## config.mk

```make
export PLATFORM = sky130hd
export DESIGN_NAME = core_wb
export DESIGN_NICKNAME = d
export VERILOG_FILES = /design/src/rtl/core_wb.sv
export SDC_FILE = /design/constraint.sdc
export NUM_CORES = 1
export LEC_CHECK = 0
export BUFFER_PORTS_ARGS = -buffer_cell sky130_fd_sc_hd__buf_2
export CORE_MARGIN = 2
export CORE_UTILIZATION = 50
export CTS_CLUSTER_DIAMETER = 60
export DETAILED_ROUTE_END_ITERATION = 6
export PLACE_DENSITY = 0.84
export SYNTH_ARGS = -nofsm -noshare
export SYNTH_HDL_FRONTEND = slang
export SYNTH_SLANG_ARGS = --single-unit
```

## constraint.sdc

```tcl
create_clock -name clk -period 2.4 [get_ports clk]
set_input_delay 0.48 -clock clk [delete_from_list [all_inputs] [get_ports clk]]
set_output_delay 0.48 -clock clk [all_outputs]
set_load 0.01 [all_outputs]
```

## src/rtl/core_wb.sv

```systemverilog
// core_wb: write-back stage.
// Takes the instruction leaving the memory stage, selects its result (ALU, load, immediate or
// PC+4) and produces a registered register-file write plus a matching bypass entry. A load whose
// data is not ready in the accept cycle parks the stage in StWait until dmem_ack_in. If no ack
// arrives within TIMEOUT_CYC cycles, the stage locks into StErr until reset.
//
// Ports
//   clk, rst_n              clock, asynchronous active-low reset
//   wb_vld_in / wb_kill_in  incoming instruction valid / flush
//   wb_src_in               result select: 0 ALU, 1 LOAD, 2 IMM, 3 PC+4
//   wb_we_reg_file_in       instruction writes the register file
//   wb_rd_in                destination register
//   wb_alu_result_in        ALU result, also the load address
//   wb_sx_imm_in            sign-extended immediate
//   wb_pc_4_in              PC+4
//   wb_sx_type_in           load type: 000 LW, 001 LH, 010 LHU, 011 LB, 100 LBU
//   dmem_ack_in             load data valid
//   dmem_rdata_in           load data word
//   rf_we_out/rd/wdata      register-file write port (registered, single-cycle we pulse)
//   wb_stall_out            hold upstream stages (combinational)
//   wb_bp_vld/rd/data_out   bypass entry; it mirrors the last real register-file write
//   wb_err_out              sticky load-timeout error
module core_wb #(
  parameter int unsigned TIMEOUT_CYC = 255
) (
  input  logic        clk,
  input  logic        rst_n,
  input  logic        wb_vld_in,
  input  logic        wb_kill_in,
  input  logic [1:0]  wb_src_in,
  input  logic        wb_we_reg_file_in,
  input  logic [4:0]  wb_rd_in,
  input  logic [31:0] wb_alu_result_in,
  input  logic [31:0] wb_sx_imm_in,
  input  logic [31:0] wb_pc_4_in,
  input  logic [2:0]  wb_sx_type_in,
  input  logic        dmem_ack_in,
  input  logic [31:0] dmem_rdata_in,
  output logic        rf_we_out,
  output logic [4:0]  rf_rd_out,
  output logic [31:0] rf_wdata_out,
  output logic        wb_stall_out,
  output logic        wb_bp_vld_out,
  output logic [4:0]  wb_bp_rd_out,
  output logic [31:0] wb_bp_data_out,
  output logic        wb_err_out
);

  localparam int unsigned CntW = (TIMEOUT_CYC < 2) ? 1 : $clog2(TIMEOUT_CYC + 1);

  typedef enum logic [1:0] {StIdle, StWait, StErr} state_e;

  state_e          state_q;
  logic [CntW-1:0] cnt_q;
  logic [4:0]      ld_rd_q;
  logic            ld_we_q;
  logic [2:0]      ld_sx_q;
  logic [1:0]      ld_off_q;

  logic            rf_we_q;
  logic [4:0]      rf_rd_q;
  logic [31:0]     rf_wdata_q;
  logic            bp_vld_q;
  logic [4:0]      bp_rd_q;
  logic [31:0]     bp_data_q;
  logic            err_q;

  logic            accept;
  logic            is_load;
  logic            wr_req;
  logic            wr_we;
  logic [4:0]      wr_rd;
  logic [31:0]     wr_data;
  logic            wr_fire;

  // Extract and extend load data; reserved types fall back to a whole-word load.
  function automatic logic [31:0] load_ext(input logic [2:0]  sx,
                                           input logic [1:0]  off,
                                           input logic [31:0] d);
    logic [15:0] h;
    logic [7:0]  b;
    logic [31:0] r;
    h = off[1] ? d[31:16] : d[15:0];
    unique case (off)
      2'd0:    b = d[7:0];
      2'd1:    b = d[15:8];
      2'd2:    b = d[23:16];
      default: b = d[31:24];
    endcase
    case (sx)
      3'b001:  r = {{16{h[15]}}, h};
      3'b010:  r = {16'h0000, h};
      3'b011:  r = {{24{b[7]}}, b};
      3'b100:  r = {24'h000000, b};
      default: r = d;
    endcase
    return r;
  endfunction

  assign accept  = (state_q == StIdle) && wb_vld_in && !wb_kill_in;
  assign is_load = (wb_src_in == 2'd1);

  assign wb_stall_out = (state_q == StWait) || (state_q == StErr) ||
                        (accept && is_load && !dmem_ack_in);

  // Write request for the current cycle; registered into the rf port below.
  always_comb begin
    wr_req  = 1'b0;
    wr_we   = 1'b0;
    wr_rd   = 5'd0;
    wr_data = 32'd0;
    if (accept) begin
      wr_rd = wb_rd_in;
      wr_we = wb_we_reg_file_in;
      unique case (wb_src_in)
        2'd0: begin
          wr_req  = 1'b1;
          wr_data = wb_alu_result_in;
        end
        2'd1: begin
          wr_req  = dmem_ack_in;
          wr_data = load_ext(wb_sx_type_in, wb_alu_result_in[1:0], dmem_rdata_in);
        end
        2'd2: begin
          wr_req  = 1'b1;
          wr_data = wb_sx_imm_in;
        end
        default: begin
          wr_req  = 1'b1;
          wr_data = wb_pc_4_in;
        end
      endcase
    end else if ((state_q == StWait) && dmem_ack_in && !wb_kill_in) begin
      wr_req  = 1'b1;
      wr_rd   = ld_rd_q;
      wr_we   = ld_we_q;
      wr_data = load_ext(ld_sx_q, ld_off_q, dmem_rdata_in);
    end
  end

  // x0 is never written, so it never reaches the bypass either.
  assign wr_fire = wr_req && wr_we && (wr_rd != 5'd0);

  always_ff @(posedge clk or negedge rst_n) begin
    if (!rst_n) begin
      state_q    <= StIdle;
      cnt_q      <= '0;
      ld_rd_q    <= 5'd0;
      ld_we_q    <= 1'b0;
      ld_sx_q    <= 3'd0;
      ld_off_q   <= 2'd0;
      rf_we_q    <= 1'b0;
      rf_rd_q    <= 5'd0;
      rf_wdata_q <= 32'd0;
      bp_vld_q   <= 1'b0;
      bp_rd_q    <= 5'd0;
      bp_data_q  <= 32'd0;
      err_q      <= 1'b0;
    end else begin
      rf_we_q <= wr_fire;
      if (wr_fire) begin
        rf_rd_q    <= wr_rd;
        rf_wdata_q <= wr_data;
        bp_vld_q   <= 1'b1;
        bp_rd_q    <= wr_rd;
        bp_data_q  <= wr_data;
      end

      case (state_q)
        StIdle: begin
          if (accept && is_load && !dmem_ack_in) begin
            ld_rd_q  <= wb_rd_in;
            ld_we_q  <= wb_we_reg_file_in;
            ld_sx_q  <= wb_sx_type_in;
            ld_off_q <= wb_alu_result_in[1:0];
            cnt_q    <= '0;
            state_q  <= StWait;
          end
        end
        StWait: begin
          // Kill wins over a same-cycle ack; the ack data is dropped.
          if (wb_kill_in || dmem_ack_in) begin
            state_q <= StIdle;
          end else if (cnt_q == CntW'(TIMEOUT_CYC - 1)) begin
            state_q <= StErr;
            err_q   <= 1'b1;
          end else begin
            cnt_q <= cnt_q + CntW'(1);
          end
        end
        StErr: begin
          state_q <= StErr;
        end
        default: begin
          state_q <= StIdle;
        end
      endcase
    end
  end

  assign rf_we_out      = rf_we_q;
  assign rf_rd_out      = rf_rd_q;
  assign rf_wdata_out   = rf_wdata_q;
  assign wb_bp_vld_out  = bp_vld_q;
  assign wb_bp_rd_out   = bp_rd_q;
  assign wb_bp_data_out = bp_data_q;
  assign wb_err_out     = err_q;

endmodule

```

==> After elaboration in Yosys (flattened, before gate mapping) <==
Index checks and enable logic that the tools add are counted.
W data, S select, Z words.
{ "totals": {"ff_bits": 61, "inputBits": 144, "out_inout_bits": 78, "word_cells": 81} }
{ "classes": {"n_addsub": 1, "n_eq_ne": 21, "n_mux": 24, "bitwise_logic": 1, "reduce_logical": 23} }
{ "op_table": {"columns": ["operator", "n"], "rows": [
  ["$pmux W32 S4", 2],
  ["$pmux W32 S3", 1],
  ["$mux W32", 2],
  ["$pmux W8 S3", 2],
  ["$mux W16", 2],
  ["$mux W8", 3],
  ["$pmux W8 S2", 1],
  ["$eq A3 B2 Y1 const B", 4],
  ["$mux W5", 2],
  ["$add A8 B1 Y8 const B", 1],
  ["$eq A2 B1 Y1 const B", 4],
  ["$eq A2 B2 Y1 const B", 4],
  ["$eq A8 B8 Y1 const B", 1],
  ["$logic_and A1 B1 Y1", 8],
  ["$logic_not A2 Y1", 4],
  ["$eq A3 B1 Y1 const B", 2],
  ["$eq A3 B3 Y1 const B", 2],
  ["$mux W2", 3],
  ["$pmux W2 S3", 1],
  ["$mux W1", 5],
  ["$reduce_bool A5 Y1", 1],
  ["$ne A2 B2 Y1 const B", 2],
  ["$reduce_and A2 Y1", 2],
  ["$reduce_and A4 Y1", 1],
  ["7 further kinds", 10]
]} }

==> Logic depth before layout (Yosys ltp) <==
Gate-level depths: netlist (run 1).
{ "logic_depth": {"ltp_word": 7, "ltp_mapped": 13, "ltp_nobuf": 9} }

==> Least setup slack after synthesis (run 1) <==
Ideal clock, no wire load.
{ "synth_timing": {"path_kind": "reg-to-output", "start": "register state_q[1]", "end": "output port wb_stall_out", "arrival_time_ns": 1.692, "required_ns": 1.920, "setup_slack_ns": 0.228, "path_stages_with_launch": 8, "cell_sequence": "dfrtp_1 > inv_1 > ha_1 > nand2_1 > or4_1 > buf_2 > buf_1 > nand2b_1"} }
{ "synth_via": {"elab_chain_len": 6, "word_cells_on_any_way": 9, "classes_between": "2 x eq/ne; 7 x reduce/logical"} }
{ "synth_lines": {"columns": ["element", "line", "rtl"], "rows": [
  ["start: declaration", "53", "state_e state_q;"],
  ["start signal: assignment", "146", "state_q <= StIdle;"],
  ["start signal: assignment", "177", "state_q <= StWait;"],
  ["start signal: assignment", "183", "state_q <= StIdle;"],
  ["$logic_not A2 Y1", "100", "assign accept = (state_q == StIdle) && wb_vld_in && !wb_kill_in;"],
  ["$logic_and A1 B1 Y1 (2 in a row)", "100", null],
  ["$logic_and A1 B1 Y1 (2 in a row)", "104", "(accept && is_load && !dmem_ack_in);"],
  ["$logic_or A1 B1 Y1 *", "103", "assign wb_stall_out = (state_q == StWait) || (state_q == StErr) ||"],
  ["end: declaration", "42", "output logic wb_stall_out,"]
]} }
Every way passes the cells marked *; elsewhere a longest branch is shown, timed or not.

==> Final worst setup path (run 1) <==
{ "layout_timing": {"start": "register state_q[0]", "end": "output port wb_stall_out"} }
The elaborated chain is that of the path after synthesis.

==> results of run 1 <==
## cells in the mapped netlist, types with 3 or more instances
library cell	instances
nand2_1	77
nor2_1	77
o21ai_0	65
dfrtp_1	61
buf_4	42
clkbuf_1	36
o211ai_1	32
o2111ai_1	26
nand3_1	20
a31oi_1	16
mux2_2	16
mux2i_1	16
mux4_2	16
o221ai_1	16
o21a_1	15
a21oi_1	12
inv_1	12
nand2b_1	12
nor2b_1	11
buf_2	10
a221oi_1	8
buf_6	8
o311ai_0	8
a21o_1	6
nand4_1	6
xor2_1	6
xnor2_1	5
ha_1	4
a221oi_2	3
buf_1	3
nand3b_1	3
nor3b_1	3
## repair_timing
item / CTS / global route
hold buffers: 0 / 0
resized for setup: 2 / 4
hold endpoints to repair: 0 / 0
pin swaps: 0 / 0
cloned: 0 / 0
setup endpoints to repair: 1 / 18
setup buffers: 2 / 0
## worst min-delay path by stage
stage	cells after the start	end
after global routing	2	wb_bp_data_out[20]
after floorplan	0	cnt_q[0]
after global placement	1	wb_bp_vld_out
after CTS	2	wb_bp_data_out[22]
after detailed placement	1	wb_bp_vld_out
final	2	wb_bp_data_out[30]
## registers in the layout, summed over array words and instances (netlist names), 2 cells and up
register	cells
cnt_q	8
ld_off_q	2
ld_rd_q	5
ld_sx_q	3
state_q	2
wb_bp_data_out	32
wb_bp_rd_out	5
## cells in the final DEF, fill, tap and decap left out, types with 8 or more instances in the layout
cell | netlist | routed
nand3_1 | 20 | 20
o2111ai_1 | 26 | 26
o21ai_0 | 65 | 65
clkbuf_8 | 0 | 9
buf_2 | 10 | 221
a31oi_1 | 16 | 16
o21a_1 | 15 | 15
nor2b_1 | 11 | 11
inv_1 | 12 | 11
nand2b_1 | 12 | 12
nand2_1 | 77 | 77
o311ai_0 | 8 | 8
buf_4 | 42 | 33
o221ai_1 | 16 | 16
mux4_2 | 16 | 16
mux2_2 | 16 | 16
dfrtp_1 | 61 | 61
a21oi_1 | 12 | 12
a221oi_1 | 8 | 8
nor2_1 | 77 | 76
mux2i_1 | 16 | 16
o211ai_1 | 32 | 32
## routing by layer
layer | vias up | track usage
met4 | 0 | 0.140
met3 | 62 | 0.0557
met2 | 468 | 0.516
met1 | 2973 | 0.446
met5 | - | 0
li1 | 2831 | -
## kinds of logic after synthesis
logic type               after synthesis  synth area share
AND/OR/NAND/NOR                      223             0.181
AO/OA/AOI/OAI                        221             0.278
buffers and inverters                112             0.117
flip-flops                            61             0.272
multiplexers                          48             0.125
XOR/XNOR                              11            0.0172
adder cells (fa/ha/maj)                4           0.00893
## layout make-up
cell class                 count  area [µm²]  area share
clock buffer                   9         124      0.0180
sequential                    61        1530       0.222
inverter                      13        53.8     0.00781
clock inverter                 7        98.8      0.0143
timing repair buffer         259        1450       0.210
tap                          140         175      0.0254
multi-input combinational    507        3470       0.503
## metrics by stage
step	area (µm²)	power, µW	setup TNS (ps)
after floorplan	5600	3750	0
after global placement	6620	4530	0
after detailed placement	6620	4580	0
after CTS	6860	5660	0
after global routing	6890	6110	-26.2
final	6890	5730	0
## worst max-delay path: cells and delay by family (launching register included)
kind          cells  cell delay (ps)
buf+inv           2              240
simple gates      3              710
flops             1              400
fa+ha+maj         1              160
## power groups by stage
stage	registers, µW	logic [µW]	clock network [µW]
6_report	1700	2960	1070
5_1_grt	1750	3230	1130
4_1_cts	1700	2880	1080
3_5_place_dp	1720	2860	0
3_3_place_gp	1710	2820	0
2_1_floorplan	1770	1980	0
==> summary.txt, run 1 <==
Die
  • Core area: around 0.011 mm²
  • # rows: 38
  • Die width: ~110 µm
  • Die Span Y: ~110 µm
  • Initial Utilization: 0.515
  • Die area: between 0.01 and 0.015 mm²
  • # IOs: ~220

Worst setup path
  • Worst EP required: around 1900 ps
  • Worst R2R Path Depth: 10
  • Crit path arrival time: around 1900 ps
  • WS Path Type: reg -> out
  • CP Max Fanout: 5
  • Worst reg2reg endpoint: wb_bp_data_out[27]
  • R2R Path Start: state_q[0]
  • Critical path's largest stage delay: ~520 ps
  • Critical path's slowest cell: or4_4
  • R2r setup slk: roughly 110 ps
  • CP Cell Sequence: inv_1 -> ha_4 -> nand2_1 -> or4_4 -> nand2b_1 -> buf_2
  • CP Launch Type: flip-flop
  • Crit. End Element: output port
  • Crit path launch: state_q[0]
  • CP endpoint: wb_stall_out

Pwr
  • Flop pwr share: 0.297
  • Switch share: 0.435
  • Worst VDD drop: 0.000731 V
  • Pwr Density: approximately 830 mW/mm²
  • Internal: roughly 3200 µW
  • Comb power frac: 0.517
  • Sw power: 2490 µW
  • Pleak: 0.00315 µW
  • Clock share of power: 0.186

Placed design
  • DP HPWL: around 15,000 µm
  • Input/output buffers: roughly 220
  • Number of cells after detailed placement: between 900 and 1k
  • RePlAce Congestion: between 0.9 and 1
  • Pre-CTS setup slack: 74.8 ps

STA
  • Skew final: about 15 ps
  • Final critical-path share of the clock period: 0.980
  • Slew HR: 0.458
  • Final Critical Period: 2350 ps
  • # setup viols final: 0
  • Unrepaired setup endpoints after global routing: yes
  • Final hold vios: 0
  • Fmax: approximately 0.43 GHz
  • Pin slew with the least headroom to its limit: approximately 810 ps
  • Hold_ws: roughly 290 ps
  • Setup ws final: ~48 ps
  • Max Slew Vio Count: 0

Routing
  • Met2 routed WL: around 9200 µm
  • Residual DRC count: 0
  • Total Wirelength: between 15,000 and 20,000 µm
  • Initial drt markers: ~800
  • Routed via count: 6,334
  • Final ANT Viol Nets: 0
  • Pre-antenna DRT Iters: 5
  • WL met1: approximately 7600 µm
  • Metal3 WL: 2150 µm
  • Highest routed layer: met4
  • Via-per-instance ratio: between 6 and 7
  • Routed wire per std cell: approximately 20 µm

Synthesis
  • Netlist cell types: between 50 and 60
  • Synth Flop Type: dfrtp_1
  • EDFF count, synth: 0
  • Post-Synthesis Cells: between 600 and 700
  • Yosys warning count: 0
  • Cell taking the most area after synthesis: dfrtp_1
  • Synthesized net count: about 830
  • Register bit total from synthesis: 61
  • Mean Syn Cell Area: 8.24 µm²
  • Largest cells by area after synthesis: dfrtp_1 27%, mux4_2 6.4%, o21ai_0 5.8%, buf_4 5.6%, nand2_1 5.2%
  • Synthesized cell area: 0.00560 mm²
  • Sequential area share after synthesis: 0.272
  • Area share of the largest cell type after synthesis: 0.272
  • Fraction of registers with async set/reset: 1.00

Layout
  • Layout cell share with drive strength beyond 1: 0.376
  • Ant diodes: 0
  • Final net count: ~1,000
  • Layout fillers: 926
  • Fin cells: around 1,000
  • Utilization after layout: 0.633
  • Area Growth Syn to Fin: 23.0%

Global routing
  • Vias in the first global route: 5,735
  • Global route overflow: 0
  • GRT Overall Usage: 0.328
  • Initial antenna violation count: 0
  • Pin count of the biggest net entering global routing: 62
  • First-pass GRT wire length: between 30,000 and 40,000 µm

Hold path
  • HP Class: in -> async

Clocking
  • Max clock buf depth: 2
  • TritonCTS clock tree: yes
  • Clock Sinks: 61
  • H-tree Lvls: 3
  • Worst-skew pair later-pin latency: roughly 360 ps
  • TritonCTS buffer count: 9
  • Worst-path clk slew: ~90 ps
  • Root Driver: clkbuf_8

Flow run
  • Max-cap violations: 0

Outcome
  • Status: finished clean
No activity file was read; power rests on OpenSTA's default activity.
==> inputs of run 2 (changes only) <==
==> constraint.sdc (replaced) <==
create_clock -name clk -period 2.6 [get_ports clk]
set_input_delay 0.52 -clock clk [delete_from_list [all_inputs] [get_ports clk]]
set_output_delay 0.52 -clock clk [all_outputs]
set_load 0.01 [all_outputs]
==> run 2 against run 1 <==
Core utilization is 0.67 points lower. Clock power is 10% higher. Cell count is 0.70% lower. Sequential power is 8% lower. Via count is 1.1% lower. Sequential share of layout area is 0.24 points higher. Final area is 1.1% lower. Hold slack worse by 120 ps. Die area stayed put. Register-to-register slack better by 110 ps. Wire length is 0.57% higher.
==> summary.txt, run 2 (synthesized netlist as in run 1, its figures left out) <==
Outcome
  • Status: finished clean

STA
  • # setup viols final: 0
  • Fmax: about 0.40 GHz
  • Final setup TNS: 0 ps
  • Skew final: approximately 12 ps
  • Max Slew Vio Count: 0
  • Final critical-path share of the clock period: 0.965
  • Hold_ws: roughly 170 ps
  • Final Critical Period: 2510 ps
  • Final hold vios: 0
  • Unrepaired setup endpoints after global routing: no
  • Slew HR: 0.554
  • Pin slew with the least headroom to its limit: about 660 ps

Routing
  • Routed via count: about 6.3k
  • Routed wire per std cell: 19.9 µm
  • Final ANT Viol Nets: 0
  • Initial drt markers: ~610
  • Pre-antenna DRT Iters: 6
  • Total Wirelength: 19,700 µm
  • Residual DRC count: 0
  • Via-per-instance ratio: roughly 6.3

Worst setup path
  • Buf/Inv on CP: 2
  • Crit path arrival time: roughly 2000 ps
  • Crit path launch: state_q[1]
  • CP endpoint: wb_stall_out
  • R2R Path Start: state_q[1]
  • Worst R2R Path Depth: 9
  • Crit. End Element: output port
  • CP Max Fanout: 5
  • Critical path's slowest cell: or4_4
  • Worst EP required: 2080 ps
  • Worst reg2reg endpoint: wb_bp_data_out[19]
  • Stages on worst setup path: 6
  • CP Cell Sequence: inv_1 -> ha_2 -> nand2_1 -> or4_4 -> nand2b_1 -> buf_2
  • CP Launch Type: flip-flop
  • R2r setup slk: 220 ps
  • Largest delay share family, worst path: simple AND/OR/NAND/NOR gates
  • WS Path Type: reg -> out
  • Critical path's largest stage delay: roughly 530 ps

Die
  • Initial Utilization: 0.515
  • Die area: about 0.012 mm²
  • # rows: 38
  • # IOs: 222
  • Die Span Y: around 110 µm
  • Core area: between 0.01 and 0.015 mm²
  • Die width: approximately 110 µm

Pwr
  • Pwr Density: 796 mW/mm²
  • Worst VDD drop: roughly 0.00058 V
  • Pleak: a little over 0.003 µW

Placed design
  • Input/output buffers: ~220
  • RePlAce Congestion: roughly 0.95
  • DP HPWL: 14,700 µm

Clocking
  • Worst-skew pair later-pin latency: ~350 ps
  • TritonCTS buffer count: 9
  • Worst-path clk slew: around 80 ps
  • CTS Hold Buffers Added: 0
  • TritonCTS clock tree: yes
  • Clock Sinks: a little over 60
  • Root Driver: clkbuf_8
  • H-tree Lvls: 3
  • Max clock buf depth: 2

Layout
  • Layout cell share with drive strength beyond 1: 0.369
  • Max reg flops: 32
  • Final net count: about 990
  • Area Growth Syn to Fin: 21.7%
  • Most frequent cells in the layout: 221 x buf_2, 77 x nand2_1, 76 x nor2_1, 65 x o21ai_0, 61 x dfrtp_1
  • Commonest non-fill, non-tap cell in the layout: buf_2

Hold path
  • HP Class: in -> async

Global routing
  • GRT Overall Usage: 0.326
  • Global route overflow: 0
  • Pin count of the biggest net entering global routing: 54
  • First-pass GRT wire length: 29,900 µm
  • Initial antenna violation count: 1
  • Vias in the first global route: 5,659

Flow run
  • Max-cap violations: 0
==> run 2: how the worst min path moves through the flow <==
| stage | startpoint | endpoint | slack, ps |
|---|---|---|---|
| final | rst_n | wb_bp_data_out[28] | 170 |
| after global routing | rst_n | wb_bp_data_out[28] | 190 |
| after CTS | rst_n | wb_bp_data_out[28] | 170 |
| after detailed placement | wb_bp_vld_out | wb_bp_vld_out | 450 |
| after global placement | wb_bp_vld_out | wb_bp_vld_out | 450 |
| after floorplan | rst_n | cnt_q[0] | 220 |
==> run 2: timing repair <==
item | CTS | global route
resized for setup | 1 | 1
endpoints found under the hold margin | 0 | 0
setup endpoints to repair | 1 | 2
setup buffers | 0 | 0
==> run 2: layout make-up <==
cell class | count | area [µm²]
multi-input combinational | 507 | 3440
timing repair buffer | 251 | 1340
tap | 140 | 175
sequential | 61 | 1530
inverter | 13 | 53.8
fill | 993 | 4070
clock inverter | 7 | 146
clock buffer | 9 | 124
antenna | 1 | 2.50
==> run 2: report_power, final <==
part	internal, µW	total (µW)	switching [µW]
Combinational	1120	2670	1550
Sequential	1280	1570	288
Clock	741	1180	440
==> run 2: worst register-to-register path, stage by stage (launching register included) <==
cell,delay (ps)
dfrtp_1,410
inv_1,100
ha_2,230
and3b_1,260
a32o_1,150
o21ai_0,110
or3_1,410
clkinv_4,330
o2111ai_1,190
nand3_1,110
==> run 2: metal layers <==
metal / vias to the layer above / GRT usage / share of wire
li1: 2827 / - / -
met1: 2983 / 0.429 / 0.39
met5: - / 0 / 0
met3: 68 / 0.0729 / 0.11
met2: 386 / 0.525 / 0.47
met4: 0 / 0.120 / 0.033
==> run 2: through the flow <==
| step | power (µW) | cell area (µm²) | setup WS (ps) | utilization | std cells |
|---|---|---|---|---|---|
| finish | 5420 | 6820 | 92.3 | 0.626 | 989 |
| global route | 5790 | 6810 | 16.3 | 0.626 | 988 |
| CTS | 5400 | 6810 | 57.7 | 0.626 | 988 |
| detailed placement | 4220 | 6540 | 196 | 0.600 | 972 |
| global placement | 4150 | 6540 | 229 | 0.600 | 972 |
| floorplan | 3460 | 5600 | 388 | - | 680 |
==> inputs of run 3 (changes only) <==
--- a/config.mk
+++ b/config.mk
@@ -7,10 +7,10 @@
 export LEC_CHECK = 0
 export BUFFER_PORTS_ARGS = -buffer_cell sky130_fd_sc_hd__buf_2
 export CORE_MARGIN = 2
-export CORE_UTILIZATION = 50
+export CORE_UTILIZATION = 45
 export CTS_CLUSTER_DIAMETER = 60
 export DETAILED_ROUTE_END_ITERATION = 6
-export PLACE_DENSITY = 0.84
+export PLACE_DENSITY = 0.8
 export SYNTH_ARGS = -nofsm -noshare
 export SYNTH_HDL_FRONTEND = slang
 export SYNTH_SLANG_ARGS = --single-unit
==> constraint.sdc (replaced) <==
create_clock -name clk -period 2 [get_ports clk]
set_input_delay 0.4 -clock clk [delete_from_list [all_inputs] [get_ports clk]]
set_output_delay 0.4 -clock clk [all_outputs]
set_load 0.01 [all_outputs]
==> run 3 against run 2 <==
The run now ends with negative setup slack left. Global-route usage up 0.43 points. Critical path depth up 4. Core utilization up 1.9 points. Clock skew down 4.2 ps. Clock power up 47%. Hold slack worse by 97 ps. Combinational power up 53%. Total power up 46%. Critical endpoint is now wb_bp_data_out[20].
==> summary.txt, run 3 (synthesized netlist as in run 1, its figures left out) <==
Global routing
  • Pin count of the biggest net entering global routing: between 60 and 70
  • Initial antenna violation count: 0
  • GRT Overall Usage: 0.330
  • Global route overflow: 0
  • First-pass GRT wire length: between 30,000 and 40,000 µm
  • Vias in the first global route: ~6.3k

STA
  • Final critical-path share of the clock period: 1.07
  • Skew final: 8.24 ps
  • Final Critical Period: around 2100 ps
  • Pin slew with the least headroom to its limit: roughly 760 ps
  • # setup viols final: 44
  • Setup ws final: -140 ps
  • Unrepaired setup endpoints after global routing: yes
  • Fmax: 0.467 GHz
  • Max Slew Vio Count: 0
  • Slew HR: 0.491
  • Final hold vios: 0

Layout
  • Utilization after layout: 0.646
  • Commonest non-fill, non-tap cell in the layout: buf_2
  • Layout fillers: between 900 and 1k
  • Layout cell share with drive strength beyond 1: 0.451
  • Area Growth Syn to Fin: 39.0%
  • Most frequent cells in the layout: 221 x buf_2, 76 x nand2_1, 71 x buf_4, 63 x nor2_1
  • Final net count: 1,049
  • Max reg flops: 32

Outcome
  • Failing checks: negative setup slack
  • Status: complete, but fails checks

Worst setup path
  • CP Max Fanout: 8
  • CP Launch Type: flip-flop
  • Worst R2R Path Depth: 10
  • Crit path launch: state_q[0]
  • Worst EP required: around 2300 ps
  • R2r setup slk: -140 ps
  • Crit path arrival time: 2410 ps
  • WS Path Type: reg -> reg
  • CP endpoint: wb_bp_data_out[20]
  • Crit. End Element: flip-flop
  • R2R Path Start: state_q[0]
  • Worst reg2reg endpoint: wb_bp_data_out[20]

Pwr
  • Worst VDD drop: 0.000592 V
  • Pleak: approximately 0.0035 µW
  • Total power: about 7900 µW
  • Pwr Density: just over 1000 mW/mm²

Hold path
  • HP Class: in -> async

Flow run
  • Max-cap violations: 0

Routing
  • Routed wire per std cell: 21.5 µm
  • Via-per-instance ratio: about 6.4
  • Routed via count: between 6k and 7k
  • Final ANT Viol Nets: 0
  • Initial drt markers: about 1.0k
  • Total Wirelength: ~23,000 µm
  • Residual DRC count: 0
  • Pre-antenna DRT Iters: 6

Clocking
  • H-tree Lvls: 3
  • TritonCTS clock tree: yes
  • Worst-path clk slew: roughly 60 ps
  • Clock Sinks: 61
  • Worst-skew pair later-pin latency: 330 ps
  • Root Driver: clkbuf_16
  • Max clock buf depth: 2
  • TritonCTS buffer count: 9
  • CTS Hold Buffers Added: 0

Die
  • Die Span Y: 116 µm
  • Initial Utilization: 0.465
  • # IOs: approximately 220
  • # rows: 40
  • Die area: ~0.013 mm²
  • Core area: between 0.01 and 0.015 mm²
  • Die width: 116 µm

Placed design
  • RePlAce Congestion: 0.960
  • Input/output buffers: 221
  • DP HPWL: ~16,000 µm
[run 3: cell count changes in the layout (fill, tap and decap cells not counted), moves of 6 or more]
cell and delta:
buf_4 +42, nor2_4 +6, clkbuf_8 -7, o2111ai_2 +7, clkbuf_16 +12, nor2_1 -13, buf_12 +6, o2111ai_1 -8
nor2_2 +7
[run 3: worst min path at each step]
stage                               to  slack (ps)
floorplan                     cnt_q[0]         100
global placement    wb_bp_data_out[17]         450
detailed placement  wb_bp_data_out[20]         450
CTS                 wb_bp_data_out[20]         100
global route        wb_bp_data_out[20]         100
finish              wb_bp_data_out[20]          80
[run 3: layout make-up]
cell class | instances | area, µm² | area share
Multi-Input combinational cell | 507 | 3690 | 0.474
Tap cell | 168 | 210 | 0.0270
Inverter | 13 | 61.3 | 0.00787
Clock buffer | 12 | 256 | 0.0329
Timing Repair Buffer | 309 | 1970 | 0.252
Sequential cell | 61 | 1530 | 0.196
Clock inverter | 4 | 70.1 | 0.00900
Antenna cell | 1 | 2.50 | 0.000321
[run 3: timing repair]
item,4_1_cts,5_1_grt
buffers inserted,12,4
endpoints found under the setup margin,47,46
gates cloned,1,4
hold endpoints to repair,0,0
pin swaps,11,9
gates resized for setup,34,29
[run 3: report_power, final]
part           internal, µW  total (µW)  switching (µW)
Combinational          1820        4080            2260
Clock                  1150        1740             581
Sequential             1670        2130             462
Total                  4640        7940            3300
[run 3: critical path, stage by stage, from the launching register on]
cell       delay [ps]
dfrtp_1           390
buf_6             130
ha_4              130
and3b_1           190
a32o_1            180
o21ai_2            70
or3_4             450
clkinv_8          130
clkbuf_16         160
o2111ai_1         120
nand3_1           120
[run 3: through the flow]
stage               cells  hold slack [ps]  area [µm²]  setup WS (ps)  TNS (ps)
finish               1075             75.1        7790           -140     -3290
global route         1074             96.3        7780           -239     -7030
CTS                  1066             99.0        7540          -57.5      -802
detailed placement   1038              451        6940           -777    -15460
global placement     1038              446        6940           -604    -12180
floorplan             680              104        5620           -133     -3910
[run 3: metal layers]
layer | global-route usage | routed length, µm
met1 | 0.410 | 8350
met4 | 0.145 | 1330
met5 | 0 | 0
met3 | 0.0785 | 2680
met2 | 0.550 | 10700
